--- config.mk ---
export PLATFORM = sky130hd
export DESIGN_NAME = lfsr_rand_gen
export DESIGN_NICKNAME = d
export VERILOG_FILES = /design/src/rtl/lfsr_rand_gen_pkg.sv /design/src/rtl/lfsr_rand_gen_btn_debounce.sv /design/src/rtl/lfsr_rand_gen.sv
export SDC_FILE = /design/constraint.sdc
export NUM_CORES = 1
export LEC_CHECK = 0
export CAP_MARGIN = 15
export CORE_ASPECT_RATIO = 0.8
export CORE_MARGIN = 2
export CORE_UTILIZATION = 48
export CTS_CLUSTER_DIAMETER = 100
export DETAILED_ROUTE_END_ITERATION = 12
export GPL_TIMING_DRIVEN = 0
export HOLD_SLACK_MARGIN = 0.12
export PLACE_DENSITY = 0.79
export RECOVER_POWER = 25
export SLEW_MARGIN = 5
export SYNTH_ARGS = -nofsm -noshare
export SYNTH_HDL_FRONTEND = slang
export SYNTH_SLANG_ARGS = --single-unit
--- constraint.sdc ---
create_clock -name clk -period 3 [get_ports clk]
set_clock_uncertainty 0.05 [all_clocks]
set_input_delay 0.6 -clock clk [delete_from_list [all_inputs] [get_ports clk]]
set_output_delay 0.6 -clock clk [all_outputs]
set_load 0.02 [all_outputs]
--- src/rtl/lfsr_rand_gen_pkg.sv ---
// Shared constants for the LFSR random generator: default maximal-length
// feedback masks (bit i set means state[i] feeds the XOR) for widths 4..32.
package lfsr_pkg;

   localparam int MIN_WIDTH = 4;
   localparam int MAX_WIDTH = 32;

   localparam logic [7:0]  TAPS_8  = 8'hB8;
   localparam logic [15:0] TAPS_16 = 16'hB400;

   function automatic logic [31:0] default_taps(input int width);
      case (width)
         4:       return 32'h0000_000C;
         5:       return 32'h0000_0014;
         6:       return 32'h0000_0030;
         7:       return 32'h0000_0060;
         8:       return 32'(TAPS_8);
         9:       return 32'h0000_0110;
         10:      return 32'h0000_0240;
         11:      return 32'h0000_0500;
         12:      return 32'h0000_0829;
         13:      return 32'h0000_100D;
         14:      return 32'h0000_2015;
         15:      return 32'h0000_6000;
         16:      return 32'(TAPS_16);
         17:      return 32'h0001_2000;
         18:      return 32'h0002_0400;
         19:      return 32'h0004_0023;
         20:      return 32'h0009_0000;
         21:      return 32'h0014_0000;
         22:      return 32'h0030_0000;
         23:      return 32'h0042_0000;
         24:      return 32'h00E1_0000;
         25:      return 32'h0120_0000;
         26:      return 32'h0200_0023;
         27:      return 32'h0400_0013;
         28:      return 32'h0900_0000;
         29:      return 32'h1400_0000;
         30:      return 32'h2000_0029;
         31:      return 32'h4800_0000;
         32:      return 32'h8020_0003;
         default: return 32'(TAPS_8);
      endcase
   endfunction

endpackage

--- src/rtl/lfsr_rand_gen_btn_debounce.sv ---
// Push-button conditioner: two-flop synchroniser, hold-time debounce counter,
// debounced level and a one-cycle rising-edge pulse aligned with the level.
module btn_debounce
   import lfsr_pkg::*;
#(
   parameter int DEBOUNCE_CYCLES = 16
) (
   input  logic clk,
   input  logic rst,
   input  logic btn_raw,
   output logic btn_level,
   output logic btn_rise
);

   localparam int CW = (DEBOUNCE_CYCLES > 2) ? $clog2(DEBOUNCE_CYCLES) : 1;
   localparam logic [CW-1:0] CNT_MAX = CW'(DEBOUNCE_CYCLES - 1);

   logic          sync1_q, sync2_q;
   logic [CW-1:0] cnt_q, cnt_d;
   logic          level_q, level_d;
   logic          rise_q, rise_d;

   // Counter only advances while the synchronised input disagrees with the
   // accepted level; any agreement restarts the hold window.
   always_comb begin
      cnt_d   = '0;
      level_d = level_q;
      rise_d  = 1'b0;
      if (sync2_q != level_q) begin
         if (cnt_q == CNT_MAX) begin
            level_d = sync2_q;
            rise_d  = sync2_q;
         end else begin
            cnt_d = cnt_q + 1'b1;
         end
      end
   end

   always_ff @(posedge clk) begin
      if (rst) begin
         sync1_q <= 1'b0;
         sync2_q <= 1'b0;
         cnt_q   <= '0;
         level_q <= 1'b0;
         rise_q  <= 1'b0;
      end else begin
         sync1_q <= btn_raw;
         sync2_q <= sync1_q;
         cnt_q   <= cnt_d;
         level_q <= level_d;
         rise_q  <= rise_d;
      end
   end

   assign btn_level = level_q;
   assign btn_rise  = rise_q;

endmodule

--- src/rtl/lfsr_rand_gen.sv ---
// Fibonacci LFSR random source with free-run or debounced button stepping,
// seed loading, all-zero lock-up guard and a wrapping step counter.
module lfsr_rand_gen
   import lfsr_pkg::*;
#(
   parameter int               WIDTH           = 8,
   parameter logic [WIDTH-1:0] TAPS            = WIDTH'(default_taps(WIDTH)),
   parameter logic [WIDTH-1:0] SEED            = WIDTH'(1),
   parameter int               DEBOUNCE_CYCLES = 16,
   parameter int               CNT_W           = 16
) (
   input  logic             clk,
   input  logic             rst,
   input  logic             step_btn,
   input  logic             free_run,
   input  logic             load,
   input  logic [WIDTH-1:0] seed_in,
   output logic [WIDTH-1:0] rand_num,
   output logic             rand_valid,
   output logic [CNT_W-1:0] step_count,
   output logic             btn_level
);

   logic             btn_rise;
   logic             step_req;
   logic             fb;
   logic [WIDTH-1:0] next_state;
   logic [WIDTH-1:0] state_q, state_d;
   logic [CNT_W-1:0] count_q, count_d;
   logic             valid_q, valid_d;

   btn_debounce #(
      .DEBOUNCE_CYCLES(DEBOUNCE_CYCLES)
   ) u_debounce (
      .clk      (clk),
      .rst      (rst),
      .btn_raw  (step_btn),
      .btn_level(btn_level),
      .btn_rise (btn_rise)
   );

   // A button rise during free-run merges into the same single step.
   assign step_req = free_run | btn_rise;

   always_comb begin
      fb         = ^(state_q & TAPS);
      next_state = {state_q[WIDTH-2:0], fb};
      if (state_q == '0) begin
         next_state = SEED;
      end
   end

   // Load wins over a step in the same cycle; the step is simply lost.
   always_comb begin
      state_d = state_q;
      count_d = count_q;
      valid_d = 1'b0;
      if (load) begin
         state_d = (seed_in == '0) ? SEED : seed_in;
         count_d = '0;
         valid_d = 1'b1;
      end else if (step_req) begin
         state_d = next_state;
         count_d = count_q + 1'b1;
         valid_d = 1'b1;
      end
   end

   always_ff @(posedge clk) begin
      if (rst) begin
         state_q <= SEED;
         count_q <= '0;
         valid_q <= 1'b0;
      end else begin
         state_q <= state_d;
         count_q <= count_d;
         valid_q <= valid_d;
      end
   end

   assign rand_num   = state_q;
   assign rand_valid = valid_q;
   assign step_count = count_q;

endmodule

; Word level (Yosys, flattened, before mapping)
; Cells that the tools add are included.
[totals]
input_bits = 13
ff_bits = 33
output_inout_bits = 26
[op_classes]
n_eq_ne = 2
bitwise_logic = 3
n_mux = 6
n_reduce_logical = 8
add_sub_neg = 2
[op_table]
columns = operator, n
row1 = 2-to-1 mux 8 bit, 4
row2 = "adder 16 x 1 -> 16 bit, second input constant", 1
row3 = zero test 8 bit, 2
row4 = XOR reduction 8 bit, 1
row5 = OR reduction 3 bit, 2
row6 = "adder 4 x 1 -> 4 bit, second input constant", 1
row7 = "equality test 4 bit, second input constant", 1
row8 = 2-to-1 mux 1 bit, 2
row9 = NOT 1 bit, 2
row10 = AND reduction 2 bit, 1
row11 = nonzero test 2 bit, 1
row12 = OR reduction 2 bit, 1
row13 = inequality test 1 bit, 1
row14 = OR 1 bit, 1

; Depth between registers and ports, before layout
[depth]
ltp_word = 4
mapped_depth = 5

; Modules after synthesis
; Synthesis repeated with hierarchy kept, for this count alone.
[unflattened]
cells_unflattened = 171
area_unflattened_um2 = 1503.9
[by_module_without_submodules]
columns = module, area_each_um2, n_inst, cells_per_inst
row1 = lfsr_rand_gen, 1222.4, 1, 146
row2 = btn_debounce, 281.5, 1, 25

; Least setup slack after synthesis
; No wires, ideal clock.
[synth_timing]
kind = reg-to-reg
startpoint = register state_q[4] (netlist: rand_num[4])
endpoint = register state_q[0] (netlist: rand_num[0])
path_buffers = 0
setup_slack_ns = 1.449
path_stages_with_launch = 6
arrival_time_ns = 1.379
cell_sequence = dfxtp_1 inv_1 ha_1 xnor3_1 o211ai_1 a221o_1
[synth_between]
elab_chain_len = 4
elab_cells_between_ends = 5
classes_between = mux (3) / reduce/logical (2)
[synth_lines]
columns = element, line
row1 = start: declaration, lfsr_rand_gen.sv:28  ; logic [WIDTH-1:0] state_q, state_d;
row2 = start signal: assignment, lfsr_rand_gen.sv:75  ; state_q <= state_d;
row3 = XOR reduction 8 bit / zero test 8 bit (equally long branches), "lfsr_rand_gen.sv:46, lfsr_rand_gen.sv:48"
row4 = 2-to-1 mux 8 bit *, lfsr_rand_gen.sv:48  ; if (state_q == '0) begin
row5 = 2-to-1 mux 8 bit *, lfsr_rand_gen.sv:62  ; end else if (step_req) begin
row6 = 2-to-1 mux 8 bit *, lfsr_rand_gen.sv:58  ; if (load) begin
; Every way passes the cells marked *; elsewhere a longest branch is shown, timed or not. The select of a mux whose other input is x is not followed.
; A chain may end at the register's enable or synchronous reset.

; Final worst setup path
[layout_timing]
startpoint = input port free_run
endpoint = register count_q[15] (netlist: step_count[15])
[layout_between]
elab_chain_len = 1
[layout_lines]
columns = element, line
row1 = start: declaration, lfsr_rand_gen.sv:15  ; input logic free_run,
row2 = OR 1 bit, lfsr_rand_gen.sv:43  ; assign step_req = free_run | btn_rise;
row3 = end signal: assignment, lfsr_rand_gen.sv:76  ; count_q <= count_d;
row4 = end: declaration, lfsr_rand_gen.sv:29  ; logic [CNT_W-1:0] count_q, count_d;
; Every way passes these cells.

==> flow_metrics.tcl <==
set metrics [dict create \
    status "finished, final reports clean" \
    core_mm2 0.00302 \
    r2r_cells 4 \
    synth_fp_nets 184 \
    drt-initial-drc-count 95 \
    setup_viol 0 \
    rows 18 \
    antenna_cells 0 \
    cts_tree "done" \
    ios 39 \
    grt_pass1_vias 1257 \
    ff_latch_area_um2 661 \
    r2r_start "step_count[3]$_SDFFE_PP0P_" \
    drcViolationCount 0 \
    clk_pin_slew_ns 0.06 \
    max_slew_margin_pct 58.6 \
    first_pass_iters 4 \
    finalInstanceArea_mm2 0.00201 \
    fmax_mhz 466 \
    synthToLayoutAreaGrowth_pct 34.6 \
    hold_class "reg2reg" \
    antenna_found_initial 0 \
    vias 1430 \
    cts_max_path_buffers 2 \
    post_cts_resized 0 \
    end_kind "flip-flop" \
    cp_max_fo 10 \
    hold_ws_ns 0.392 \
    hold-path-cell-count 1 \
    synth_commonest_cells "dfxtp_1 (33), nand2_1 (21), nor2_1 (15)" \
    clock-sinks 33 \
    leakage_nw 0.711 \
    synth_edf_count 0 \
    p_per_area_mw_per_mm2 445 \
    grt_pass1_wl_um 5600 \
    synth_most_common_cell "dfxtp_1" \
    clock_insertion_delay_worst_skew_ns 0.28 \
    syn_inst 168 \
    cts_buffers 5 \
    grt.total_usage_pct 21.2 \
    ys_warn_count 0 \
    final_antenna_net_count 0 \
    post_cts_buffers 0 \
    overflow 0 \
    synth_cell_types 36 \
    hold_viol_final 0 \
    worstSetupPathType "in2reg" \
    gp_congestion 0.773 \
    yosysSeqAreaShare_pct 44.3 \
    start_kind "primary input" \
    ir_drop_mv 0.386 \
    dieArea_mm2 0.00357 \
    async_flop_share_pct 0 \
    min_to "u_debounce.sync2_q$_SDFF_PP0_" \
    cp_data_arrival_time_ns 2.31 \
    fp.dieH_um 53.8 \
    multi_input_area_um2 777 \
    finalCritPeriodShare_pct 71.6 \
    synthTopCellsByArea "dfxtp_1 (44%), nand2_1 (5.3%), nor2_1 (3.8%)" \
    tns_ns 0 \
    grt_max_degree 11 \
    wl_per_cell_um 13.7 \
    drive_gt1_share_pct 4.69 \
    cts_root_buf "clkbuf_8" \
    hpwl_um 2590 \
    netlist_area_mm2 0.00149 \
    htreeDepth 2 \
    fin_nets 229 \
    r2r_slack_ns 1.36 \
    min_from "u_debounce.sync1_q$_SDFF_PP0_" \
    synthFlopType "dfxtp_1" \
    port-buffer-count 38 \
    synth_top_area_share_pct 44.3 \
    r2r_end "step_count[15]$_SDFFE_PP0P_" \
    filler_cell_count 245 \
    avgViaCountPerCell 5.65 \
    worst_pin_slew_ns 0.618 \
    drt-total-wl_um 3470 \
    die_w_um 66.3 \
    grt_setup_unrepaired "false" \
    postPlaceCellArea_mm2 0.00192 \
    required_ns 3.16 \
    yosys.area.top_type "dfxtp_1" \
    cts_hold_buffers 0 \
    synth_seq_cells 33 \
    synth.avg_cell_area_um2 8.87 \
    layout_min_cycle_time_ns 2.15 \
    initial_core_util_pct 49.4 \
    drv_cap 0 \
    slew_viol_final 0 \
]
==> placed cells by master, fill, tap and decap left out, types with 2 or more instances in the layout <==
master and n:
nor2b_1 3, nand2_1 21, or4_1 4, a21oi_1 10, nand3_1 5, clkbuf_8 6
buf_2 2, o2111ai_1 3, ha_1 3, nor2_1 15, o211ai_1 3, clkbuf_1 7
mux2i_1 5, clkdlybuf4s50_1 32, or3_1 8, dlygate4sd3_1 6, inv_1 5, xor2_1 6
dfxtp_1 33, o31ai_1 4, nand4_1 3, a311oi_1 5, nor4_1 5, o21ai_0 4
==> metal layers <==
layer | part of all wire [%] | GRT usage [%] | wire (um)
met1 | 45 | 26.0 | 1550
met2 | 48 | 34.8 | 1670
met3 | 5.6 | 6.28 | 194
met4 | 1.6 | 9.86 | 56
met5 | 0 | 0 | 0
==> stage by stage <==
step	std cells	power [mW]	util [%]	setup WS, ns
finish	253	0.893	66.5	0.853
global route	253	0.927	66.5	0.771
CTS	253	0.900	66.5	0.964
detailed placement	246	0.574	63.6	0.690
global placement	246	0.571	63.6	0.747
floorplan	168	0.524	-	1.45
==> where the power goes <==
| group | internal, mW | switching (mW) |
|---|---|---|
| sequential | 0.450 | 0.0108 |
| clock | 0.182 | 0.148 |
| combinational | 0.0519 | 0.0506 |
| total | 0.683 | 0.209 |
==> critical path, stage by stage <==
cell and delay (ns):
dlygate4sd3_1 0.66, o2111ai_1 0.15, clkbuf_1 0.24, nor4_1 0.44, mux2i_1 0.22
==> state kept, by name (all words and copies together) (netlist names) <==
| signal | flops |
|---|---|
| u_debounce.sync1_q | 1 |
| u_debounce.btn_level | 1 |
| u_debounce.sync2_q | 1 |
| u_debounce.cnt_q | 4 |
| step_count | 16 |
| u_debounce.btn_rise | 1 |
| rand_num | 8 |
| rand_valid | 1 |
==> area by class of cell <==
type	instances	area share (%)
Multi-Input combinational cell	122	38.7
Sequential cell	33	32.9
Timing Repair Buffer	38	19.0
Clock buffer	7	4.30
Tap cell	40	2.50
Buffer	8	1.62
Inverter	5	0.936
==> worst max-delay path by stage <==
stage,from,to,slack (ns),depth (start not counted)
2_1_floorplan,rand_num[4]$_SDFFE_PP0P_,rand_num[0]$_SDFFE_PP1P_,1.45,5
6_report,free_run,step_count[15]$_SDFFE_PP0P_,0.85,5
4_1_cts,step_count[3]$_SDFFE_PP0P_,step_count[3],0.96,1
5_1_grt,free_run,step_count[15]$_SDFFE_PP0P_,0.77,5
3_5_place_dp,load,step_count[6]$_SDFFE_PP0P_,0.69,5
3_3_place_gp,load,step_count[0]$_SDFFE_PP0P_,0.75,5
==> cell families after synthesis <==
group | count (synthesis) | share of synthesized area (%)
xor gates and xnor gates | 8 | 5.63
adders and majority gates | 3 | 2.52
and+or+nand+nor | 72 | 25.1
DFF | 33 | 44.3
AOI/OAI and AO/OA | 34 | 15.5
buffers and inverters | 13 | 3.53
muxes | 5 | 3.36
(Power assumes the default switching activity.)
